$ cat src/rtl/car_pkg.sv
// Shared state encoding and constants for the car motion controller.
package car_pkg;

  localparam logic [2:0] ST_IDLE    = 3'd0;
  localparam logic [2:0] ST_MOVE_L  = 3'd1;
  localparam logic [2:0] ST_MOVE_R  = 3'd2;
  localparam logic [2:0] ST_COLLIDE = 3'd3;
  localparam logic [2:0] ST_RESTART = 3'd4;

  localparam int unsigned SPEED_W = 4;

  typedef enum logic [2:0] {
    StIdle    = ST_IDLE,
    StMoveL   = ST_MOVE_L,
    StMoveR   = ST_MOVE_R,
    StCollide = ST_COLLIDE,
    StRestart = ST_RESTART
  } car_state_t;

  // Idle and both move states share the same button decode: one button only selects a direction.
  function automatic car_state_t btn_dir(input logic l, input logic r);
    if (l && !r) begin
      return StMoveL;
    end else if (r && !l) begin
      return StMoveR;
    end
    return StIdle;
  endfunction

endpackage

$ cat src/rtl/car_motion_ctrl_if.sv
// Button/frame inputs and car status outputs of the motion controller.
interface car_motion_ctrl_if #(
  parameter int unsigned X_WIDTH = 10
);
  import car_pkg::*;

  logic               btnc_raw;
  logic               btnr_raw;
  logic               btnl_raw;
  logic               frame_tick;
  logic [X_WIDTH-1:0] car_x;
  logic [2:0]         current_state;
  logic               move_left;
  logic               move_right;
  logic               reset_car_pos;
  logic               stop;
  logic [SPEED_W-1:0] speed;

  modport master (
    output btnc_raw, btnr_raw, btnl_raw, frame_tick,
    input  car_x, current_state, move_left, move_right, reset_car_pos, stop, speed
  );

  modport slave (
    input  btnc_raw, btnr_raw, btnl_raw, frame_tick,
    output car_x, current_state, move_left, move_right, reset_car_pos, stop, speed
  );

endinterface

$ cat src/rtl/btn_debounce.sv
// Two-flop synchroniser plus stability counter for one mechanical button.
module btn_debounce #(
  parameter int unsigned DEBOUNCE_CYCLES = 1_000_000
) (
  input  logic clk,
  input  logic rst,
  input  logic raw,
  output logic db
);

  localparam int unsigned CntW = $clog2(DEBOUNCE_CYCLES + 1);

  logic [1:0]      sync_q;
  logic [CntW-1:0] cnt_q, cnt_d;
  logic            db_q, db_d;

  always_comb begin
    db_d  = db_q;
    cnt_d = '0;
    // Any cycle where input agrees with output restarts the stability count.
    if (sync_q[1] != db_q) begin
      if (cnt_q == CntW'(DEBOUNCE_CYCLES - 1)) begin
        db_d = sync_q[1];
      end else begin
        cnt_d = cnt_q + 1'b1;
      end
    end
  end

  always_ff @(posedge clk or posedge rst) begin
    if (rst) begin
      sync_q <= '0;
      cnt_q  <= '0;
      db_q   <= 1'b0;
    end else begin
      sync_q <= {sync_q[0], raw};
      cnt_q  <= cnt_d;
      db_q   <= db_d;
    end
  end

  assign db = db_q;

endmodule

$ cat src/rtl/car_motion_ctrl.sv
// Car FSM and X datapath for the sprite display; define CAR_ACCEL_EN to enable the
// per-frame speed ramp (otherwise speed is fixed at STEP).
module car_motion_ctrl
  import car_pkg::*;
#(
  parameter int unsigned X_WIDTH         = 10,
  parameter int unsigned X_MIN           = 200,
  parameter int unsigned X_MAX           = 400,
  parameter int unsigned X_RESET         = 300,
  parameter int unsigned STEP            = 2,
  parameter int unsigned STEP_MAX        = 8,
  parameter int unsigned ACCEL_FRAMES    = 8,
  parameter int unsigned DEBOUNCE_CYCLES = 1_000_000
) (
  input logic              clk,
  input logic              rst,
  car_motion_ctrl_if.slave bus
);

  localparam logic [X_WIDTH:0]   XMinW  = (X_WIDTH + 1)'(X_MIN);
  localparam logic [X_WIDTH:0]   XMaxW  = (X_WIDTH + 1)'(X_MAX);
  localparam logic [SPEED_W-1:0] StepW  = SPEED_W'(STEP);

  if (STEP == 0 || STEP > STEP_MAX || ACCEL_FRAMES == 0 || X_MIN > X_MAX) begin : g_cfg_err
    $error("car_motion_ctrl: inconsistent position/speed parameters");
  end

  logic btnc_db, btnr_db, btnl_db;
  logic btnc_prev_q;
  logic btnc_edge;

  btn_debounce #(.DEBOUNCE_CYCLES(DEBOUNCE_CYCLES)) u_db_c (
    .clk (clk),
    .rst (rst),
    .raw (bus.btnc_raw),
    .db  (btnc_db)
  );

  btn_debounce #(.DEBOUNCE_CYCLES(DEBOUNCE_CYCLES)) u_db_r (
    .clk (clk),
    .rst (rst),
    .raw (bus.btnr_raw),
    .db  (btnr_db)
  );

  btn_debounce #(.DEBOUNCE_CYCLES(DEBOUNCE_CYCLES)) u_db_l (
    .clk (clk),
    .rst (rst),
    .raw (bus.btnl_raw),
    .db  (btnl_db)
  );

  assign btnc_edge = btnc_db & ~btnc_prev_q;

  car_state_t         state_q, state_d;
  logic [X_WIDTH-1:0] car_x_q, car_x_d;
  logic [X_WIDTH:0]   nx_l, nx_r;
  logic [SPEED_W-1:0] speed_cur;

  // One extra bit so a left step below zero shows up as a set MSB instead of wrapping.
  assign nx_l = {1'b0, car_x_q} - (X_WIDTH + 1)'(speed_cur);
  assign nx_r = {1'b0, car_x_q} + (X_WIDTH + 1)'(speed_cur);

  always_comb begin
    state_d = state_q;
    car_x_d = car_x_q;
    if (btnc_edge) begin
      state_d = StRestart;
      car_x_d = X_WIDTH'(X_RESET);
    end else begin
      unique case (state_q)
        StIdle: state_d = btn_dir(btnl_db, btnr_db);
        StMoveL: begin
          state_d = btn_dir(btnl_db, btnr_db);
          if (bus.frame_tick) begin
            if (nx_l[X_WIDTH] || nx_l < XMinW) begin
              car_x_d = X_WIDTH'(X_MIN);
              state_d = StCollide;
            end else begin
              car_x_d = nx_l[X_WIDTH-1:0];
            end
          end
        end
        StMoveR: begin
          state_d = btn_dir(btnl_db, btnr_db);
          if (bus.frame_tick) begin
            if (nx_r > XMaxW) begin
              car_x_d = X_WIDTH'(X_MAX);
              state_d = StCollide;
            end else begin
              car_x_d = nx_r[X_WIDTH-1:0];
            end
          end
        end
        StCollide: state_d = StCollide;
        StRestart: begin
          state_d = StIdle;
          car_x_d = X_WIDTH'(X_RESET);
        end
        default: state_d = StIdle;
      endcase
    end
  end

  always_ff @(posedge clk or posedge rst) begin
    if (rst) begin
      state_q     <= StIdle;
      car_x_q     <= X_WIDTH'(X_RESET);
      btnc_prev_q <= 1'b0;
    end else begin
      state_q     <= state_d;
      car_x_q     <= car_x_d;
      btnc_prev_q <= btnc_db;
    end
  end

`ifdef CAR_ACCEL_EN
  localparam int unsigned FcW = $clog2(ACCEL_FRAMES + 1);

  logic [SPEED_W-1:0] speed_q, speed_d;
  logic [FcW-1:0]     frame_cnt_q, frame_cnt_d;

  // Ramp only while staying in the same move state; any other transition restarts at STEP.
  always_comb begin
    speed_d     = speed_q;
    frame_cnt_d = frame_cnt_q;
    if (state_d == state_q && (state_q == StMoveL || state_q == StMoveR)) begin
      if (bus.frame_tick) begin
        if (frame_cnt_q == FcW'(ACCEL_FRAMES - 1)) begin
          frame_cnt_d = '0;
          if (speed_q < SPEED_W'(STEP_MAX)) begin
            speed_d = speed_q + 1'b1;
          end
        end else begin
          frame_cnt_d = frame_cnt_q + 1'b1;
        end
      end
    end else begin
      speed_d     = StepW;
      frame_cnt_d = '0;
    end
  end

  always_ff @(posedge clk or posedge rst) begin
    if (rst) begin
      speed_q     <= StepW;
      frame_cnt_q <= '0;
    end else begin
      speed_q     <= speed_d;
      frame_cnt_q <= frame_cnt_d;
    end
  end

  assign speed_cur = speed_q;
`else
  assign speed_cur = StepW;
`endif

  assign bus.car_x         = car_x_q;
  assign bus.current_state = state_q;
  assign bus.move_left     = (state_q == StMoveL);
  assign bus.move_right    = (state_q == StMoveR);
  assign bus.stop          = (state_q == StCollide);
  assign bus.reset_car_pos = (state_q == StRestart);
  assign bus.speed         = speed_cur;

endmodule

$ cat src/flat_wrapper.sv
// flat-port wrapper written by rule: the top's interface ports become plain ports
module car_motion_ctrl_flat import car_pkg::*;
#(
  parameter int unsigned X_WIDTH         = 10,
  parameter int unsigned X_MIN           = 200,
  parameter int unsigned X_MAX           = 400,
  parameter int unsigned X_RESET         = 300,
  parameter int unsigned STEP            = 2,
  parameter int unsigned STEP_MAX        = 8,
  parameter int unsigned ACCEL_FRAMES    = 8,
  parameter int unsigned DEBOUNCE_CYCLES = 1_000_000
)
  (clk, rst, bus_btnc_raw, bus_btnr_raw, bus_btnl_raw, bus_frame_tick, bus_car_x, bus_current_state, bus_move_left, bus_move_right, bus_reset_car_pos, bus_stop, bus_speed);
  car_motion_ctrl_if #(.X_WIDTH(X_WIDTH)) bus_i ();
  input logic clk;
  input logic rst;
  input wire logic [$bits(bus_i.btnc_raw)-1:0] bus_btnc_raw;
  input wire logic [$bits(bus_i.btnr_raw)-1:0] bus_btnr_raw;
  input wire logic [$bits(bus_i.btnl_raw)-1:0] bus_btnl_raw;
  input wire logic [$bits(bus_i.frame_tick)-1:0] bus_frame_tick;
  output wire logic [$bits(bus_i.car_x)-1:0] bus_car_x;
  output wire logic [$bits(bus_i.current_state)-1:0] bus_current_state;
  output wire logic [$bits(bus_i.move_left)-1:0] bus_move_left;
  output wire logic [$bits(bus_i.move_right)-1:0] bus_move_right;
  output wire logic [$bits(bus_i.reset_car_pos)-1:0] bus_reset_car_pos;
  output wire logic [$bits(bus_i.stop)-1:0] bus_stop;
  output wire logic [$bits(bus_i.speed)-1:0] bus_speed;
  assign bus_i.btnc_raw = bus_btnc_raw;
  assign bus_i.btnr_raw = bus_btnr_raw;
  assign bus_i.btnl_raw = bus_btnl_raw;
  assign bus_i.frame_tick = bus_frame_tick;
  assign bus_car_x = bus_i.car_x;
  assign bus_current_state = bus_i.current_state;
  assign bus_move_left = bus_i.move_left;
  assign bus_move_right = bus_i.move_right;
  assign bus_reset_car_pos = bus_i.reset_car_pos;
  assign bus_stop = bus_i.stop;
  assign bus_speed = bus_i.speed;
  car_motion_ctrl #(.X_WIDTH(X_WIDTH), .X_MIN(X_MIN), .X_MAX(X_MAX), .X_RESET(X_RESET), .STEP(STEP), .STEP_MAX(STEP_MAX), .ACCEL_FRAMES(ACCEL_FRAMES), .DEBOUNCE_CYCLES(DEBOUNCE_CYCLES)) u_core (.clk(clk), .rst(rst), .bus(bus_i));
endmodule
$ cat config.mk
export PLATFORM = sky130hd
export DESIGN_NAME = car_motion_ctrl_flat
export DESIGN_NICKNAME = d
export VERILOG_FILES = /design/src/rtl/car_pkg.sv /design/src/rtl/car_motion_ctrl_if.sv /design/src/rtl/btn_debounce.sv /design/src/rtl/car_motion_ctrl.sv /design/src/flat_wrapper.sv
export SDC_FILE = /design/constraint.sdc
export NUM_CORES = 1
export LEC_CHECK = 0
export CORE_ASPECT_RATIO = 1.4
export CORE_UTILIZATION = 46
export CTS_BUF_LIST = sky130_fd_sc_hd__clkbuf_8 sky130_fd_sc_hd__clkbuf_16
export CTS_CLUSTER_DIAMETER = 200
export DETAILED_ROUTE_END_ITERATION = 6
export GPL_TIMING_DRIVEN = 1
export SETUP_SLACK_MARGIN = 0.02
export SLEW_MARGIN = 20
export SYNTH_ARGS = -nofsm -noshare
export SYNTH_HDL_FRONTEND = slang
export SYNTH_SLANG_ARGS = --single-unit
$ cat constraint.sdc
create_clock -name clk -period 3 [get_ports clk]
set_clock_uncertainty 0.1 [all_clocks]
set_input_delay 0.3 -clock clk [delete_from_list [all_inputs] [get_ports clk]]
set_output_delay 0.3 -clock clk [all_outputs]
set_load 0.05 [all_outputs]
Word level (Yosys, flattened, before mapping)
Index checks and enable logic that the tools add are counted.
{"block": "word_totals", "wordCells": 75, "input_bits": 6, "regBits": 83}
{"block": "classes", "add_sub_neg": 5, "n_eq_ne": 12, "order_cmp": 2, "n_reduce_logical": 11, "muxes": 31, "bitwise_logic": 2}
{"op": "two-way mux 20 bit", "n": 6}
{"op": "adder 20 x 1 -> 20 bit (second input constant)", "n": 3}
{"op": "equality test 20 bit (second input constant)", "n": 3}
{"op": "two-way mux 10 bit", "n": 5}
{"op": "two-way mux 3 bit", "n": 10}
{"op": "one-hot mux 10 bit (3 select lines)", "n": 1}
{"op": "one-hot mux 3 bit (4 select lines)", "n": 1}
{"op": "adder 10 x 2 -> 11 bit (second input constant)", "n": 1}
{"op": "> comparator 11 x 9 -> 1 bit (second input constant)", "n": 1}
{"op": "< comparator 11 x 8 -> 1 bit (second input constant)", "n": 1}
{"op": "subtractor 10 x 2 -> 11 bit (second input constant)", "n": 1}
{"op": "two-way mux 1 bit", "n": 8}
{"op": "equality test 3 x 2 -> 1 bit (second input constant)", "n": 2}
{"op": "inequality test 3 x 2 -> 1 bit (second input constant)", "n": 2}
{"op": "AND reduction 2 bit", "n": 3}
{"op": "nonzero test 4 bit", "n": 1}
{"op": "equality test 3 x 1 -> 1 bit (second input constant)", "n": 1}
{"op": "equality test 3 bit (second input constant)", "n": 1}
{"op": "logical NOT 3 bit", "n": 1}
{"op": "inequality test 1 bit", "n": 3}
{"op": "AND reduction 3 bit", "n": 1}
{"op": "logical AND 1 bit", "n": 2}
{"op": "logical NOT 1 bit", "n": 2}
{"op": "AND 1 bit", "n": 1}
{"op": "other kinds (2)", "n": 2}

Depth between registers and ports, before layout
{"block": "logic_depth", "depth_word": 11, "mapped_depth": 10, "ltp_nobuf": 8}

Modules after synthesis
A second synthesis with hierarchy kept.
{"block": "unflattened", "cells_unflattened": 499, "hier_area_um2": 4733.3}
{"module": "btn_debounce", "instances": 3, "area_per_inst_um2": 1118.6, "cells_per_inst": 107, "seq_area_each_um2": 575.6}
{"module": "car_motion_ctrl", "instances": 1, "area_per_inst_um2": 1377.6, "cells_per_inst": 178, "seq_area_each_um2": 330.3}

Worst setup path before layout
Ideal clock, no wire load.
{"block": "synth_timing", "path_kind": "reg-to-reg", "startpoint": "register u_core.state_q[1], in the netlist u_core.bus.current_state[1]", "endpoint": "register u_core.car_x_q[4], in the netlist u_core.bus.car_x[4]", "synth_period_minus_slack_ps": 3481, "path_stages_with_launch": 7, "setup_ps": 126, "required_ps": 2774, "arrival_time_ps": 3255, "slack_ps": -481, "n_path_buf": 1, "cell_sequence": "dfrtp_1 > buf_2 > inv_1 > nor3_1 > nand2_1 > or3_1 > a221o_1"}
{"block": "synth_via", "elab_chain_cells": 3, "word_cells_on_any_way": 9}
{"element": "start: declaration", "line": "car_motion_ctrl.sv:55", "source": "car_state_t state_q, state_d;"}
{"element": "start signal: assignment", "line": "car_motion_ctrl.sv:107", "source": "state_q <= StIdle;"}
{"element": "start signal: assignment", "line": "car_motion_ctrl.sv:111", "source": "state_q <= state_d;"}
{"element": "equality test 3 x 2 -> 1 bit *"}
{"element": "named net bus_move_right", "line": "flat_wrapper.sv:24", "source": "output wire logic [$bits(bus_i.move_right)-1:0] bus_move_right;"}
{"element": "inequality test 3 x 2 -> 1 bit (no line), or another cell as far along"}
{"element": "AND reduction 3 bit (no line) or two-way mux 10 bit (tied branches)"}
{"element": "end signal: assignment", "line": "car_motion_ctrl.sv:108", "source": "car_x_q <= X_WIDTH'(X_RESET);"}
{"element": "end signal: assignment", "line": "car_motion_ctrl.sv:112", "source": "car_x_q <= car_x_d;"}
{"element": "end: declaration", "line": "car_motion_ctrl.sv:56", "source": "logic [X_WIDTH-1:0] car_x_q, car_x_d;"}
Mark *: on every way through the listed nets, which the timed path passes. The rest lies on a longest branch.
A chain may end at the register's enable or synchronous reset.

Worst setup path in the final report
{"block": "layout_timing", "startpoint": "register u_core.car_x_q[2], in the netlist u_core.bus.car_x[2]", "endpoint": "register u_core.car_x_q[4], in the netlist u_core.bus.car_x[4]"}
{"block": "layout_via", "elab_chain_cells": 7, "word_cells_on_any_way": 11}
{"element": "subtractor 10 x 2 -> 11 bit", "line": "car_motion_ctrl.sv:61", "source": "assign nx_l = {1'b0, car_x_q} - (X_WIDTH + 1)'(speed_cur);"}
{"element": "< comparator 11 x 8 -> 1 bit", "line": "car_motion_ctrl.sv:76", "source": "if (nx_l[X_WIDTH] || nx_l < XMinW) begin"}
{"element": "logical OR 1 bit", "line": "car_motion_ctrl.sv:76"}
{"element": "two-way mux 10 bit", "line": "car_motion_ctrl.sv:76"}
{"element": "two-way mux 10 bit", "line": "car_motion_ctrl.sv:75", "source": "if (bus.frame_tick) begin"}
{"element": "one-hot mux 10 bit (3 select lines) *", "line": "car_motion_ctrl.sv:71", "source": "unique case (state_q)"}
{"element": "two-way mux 10 bit *", "line": "car_motion_ctrl.sv:67", "source": "if (btnc_edge) begin"}
Mark *: on every way between the ends. The rest lies on a longest branch, timed or not. The select of a mux whose other input is x is not followed.

==> qor.csv <==
metric,value,unit
area_growth,14.3,%
fin_nets,528,
fmax,356,MHz
ys_types,60,
period_needed,2.81,ns
yosysSeqAreaShare,45.4,%
cts_buffers,9,
drcViolationCount,0,
cts-hold-fix-buffers,0,
ctsRootBufferMaster,clkbuf_16,
cts_sinks,82,
dp.cells,638,
ys.flop_type,dfrtp_1,
fin_cells,653,
ir_drop,360,µV
required,3.12,ns
hpwl,6450,µm
power_density,447,nW/µm²
synth_top_area_cell,dfrtp_1,
gr-max-usage-layer,met2,
die_w,85.8,µm
routed_wl,9160,µm
start_util,47.6,%
wire_per_inst,14.0,µm
synth_seq_cells,82,
post_drt_via_cell_ratio,5.34,
yosysWarnings,0,
final_layout_size_suffix_gt1_share,8.25,%
use_met1,24.9,%
syn_area_per_cell,9.13,µm²
netlist_area,4530,µm²
ant_nets,0,
start_kind,register,
core-area,9510,µm²
synth.area.top_cells,"dfrtp_1, nor2_1, xor2_1",
fin_tns_setup,0,ns
vias,3487,
placed_cell_area,4890,µm²
post-cts-setup-buffer-count,0,
pre_cts_slack,0.221,ns
worstPathMaxFanout,12,
setup_ws,0.191,ns
dr.pass1.iters,4,
cp.arrival,2.93,ns
synth_top_area_share,43.1,%
p_leak,2.17,nW
synth_edf_count,0,
rows,42,
dieArea,10200,µm²
cp-end-kind,register,
grt_pass1_wl,16000,µm
status,finished clean,
grtUsageTotal,19.7,%
async_reset_ff_share,100,%
met2_usage,32.4,%
slew_headroom,58.6,%
grt_max_degree,36,
tightest_slew,0.621,ns
hold_violations,0,
report.power.total,0.00231,W
synthCells,496,
portBuffers,21,
fin_area,5170,µm²
maxSlewViolCount,0,
use_met3,4.30,%
ioPinCount,27,
clock_latency,0.34,ns
drt_iter0_markers,256,
gp_congestion,0.865,
timing.max_cap.violations,0,
tritoncts,yes,
antenna_found_initial,0,
rsz0062_at_grt,false,
clk_pin_slew,0.06,ns
cts.path.max_buffers,2,
chipHeight,119,µm
grt_pass1_vias,3477,
ctsResizeCount,0,
setup_viol,0,
hold_class,input pin to asynchronous set/reset pin,
grt_overflow_total,0,
crit_type,register to register,
htree_levels,3,
diodes,0,
period_share,93.6,%
[Yosys cell counts, types with 2 or more instances]
library cell,number
and3_1,6
o21ai_0,11
nand2_1,39
o2bb2ai_1,2
nor4_1,5
clkbuf_1,11
or4b_1,2
buf_4,7
nand3_1,36
o22ai_1,2
nor2b_1,2
nor3b_1,5
dfrtp_1,78
xnor2_1,24
nor2_1,94
dfstp_2,4
nand2b_1,11
or3_1,3
conb_1,2
ha_1,5
nor4bb_1,2
or4_1,3
inv_1,10
and4_1,7
a31oi_1,4
nor3_1,14
a211o_1,2
nand3b_1,3
o31ai_1,3
nand4_1,10
a21oi_1,7
mux2_2,3
nor4b_1,5
o21bai_1,3
xor2_1,40
buf_2,6
a22o_1,2
[flip-flops by register name (all words and copies together) (netlist names)]
signal	cells
u_core.u_db_c.cnt_q	20
u_core.u_db_l.cnt_q	20
u_core.u_db_r.cnt_q	20
u_core.bus.car_x	9
u_core.bus.current_state	3
u_core.u_db_c.sync_q	2
u_core.u_db_l.sync_q	2
u_core.u_db_r.sync_q	2
u_core.btnc_prev_q	1
u_core.u_db_c.db	1
u_core.u_db_l.db	1
u_core.u_db_r.db	1
[final cells by class]
| cell class | count | area (µm²) |
|---|---|---|
| fillers | 870 | 4340 |
| clock buffers | 9 | 225 |
| repair buffers | 31 | 298 |
| flip-flops and latches | 82 | 2060 |
| inverters | 11 | 42.5 |
| well taps | 132 | 165 |
| multi-input cells | 382 | 2330 |
| clock inverters | 6 | 60.1 |
[per-stage QoR]
stage          hold slack (ns)  utilization [%]
3_3_place_gp             0.237             51.4
6_report                 0.249             54.4
5_1_grt                  0.259             54.4
4_1_cts                  0.249             54.4
3_5_place_dp             0.236             51.4
2_1_floorplan            0.231                -
[worst max-delay path: stages (launching register included)]
cell and delay, ns:
dfstp_2 0.64, ha_1 0.38, nor3b_1 0.09, or4b_1 0.52, a21oi_2 0.13, a211oi_2 0.11
or3_1 0.39, a221o_1 0.32
[path summary, 6_finish.rpt]
path / from / to / slack [ns] / cells after the start
max: u_core.bus.car_x[2] / u_core.bus.car_x[4] / 0.19 / 7
max reg2reg: u_core.bus.car_x[2] / u_core.bus.car_x[4] / 0.19 / 7
max in group asynchronous: rst / u_core.bus.car_x[3] / 1.85 / 3
min in group clk: u_core.u_db_r.sync_q[0] / u_core.u_db_r.sync_q[1] / 0.25 / 0
min: rst / u_core.u_db_c.sync_q[0] / 0.25 / 2
min reg2reg: u_core.u_db_r.sync_q[0] / u_core.u_db_r.sync_q[1] / 0.25 / 0
[layout by cell type (no fill, tap or decap), types with 6 or more instances in the layout]
cell and n:
clkbuf_16 9, o21ai_0 10, and4_1 7, xnor2_1 24, nand4_1 10, xor2_1 40
nand2b_1 11, nor3_1 13, inv_1 10, nor2_1 94, clkdlybuf4s50_1 21, nand3_1 36
buf_4 9, a21oi_1 7, and3_1 6, dfrtp_1 78, nand2_1 39
[routing by layer]
| layer | vias up | routed length (µm) |
|---|---|---|
| li1 | 1741 | - |
| met1 | 1676 | 4100 |
| met2 | 58 | 4610 |
| met3 | 12 | 268 |
| met4 | 0 | 179 |
| met5 | - | 0 |
[cells by family (layout without fill, tap and decap cells)]
kind of cell / Yosys count / count (layout) / share of synthesized area (%)
other: 2 / 5 / 0.166
adders and majority gates: 5 / 5 / 1.38
muxes: 5 / 5 / 1.27
xor gates and xnor gates: 64 / 64 / 12.4
buffers and inverters: 35 / 57 / 3.65
AOI/OAI and AO/OA: 49 / 49 / 7.55
and+or+nand+nor: 254 / 254 / 28.2
DFF: 82 / 82 / 45.4
[power by group]
part	leakage [nW]	switching (W)	internal, W
clock	0.142	0.000432	0.000635
sequential	1.11	0.0000148	0.00112
combinational	0.915	0.0000738	0.0000332
total	2.17	0.000521	0.00179
(Power assumes the default switching activity.)
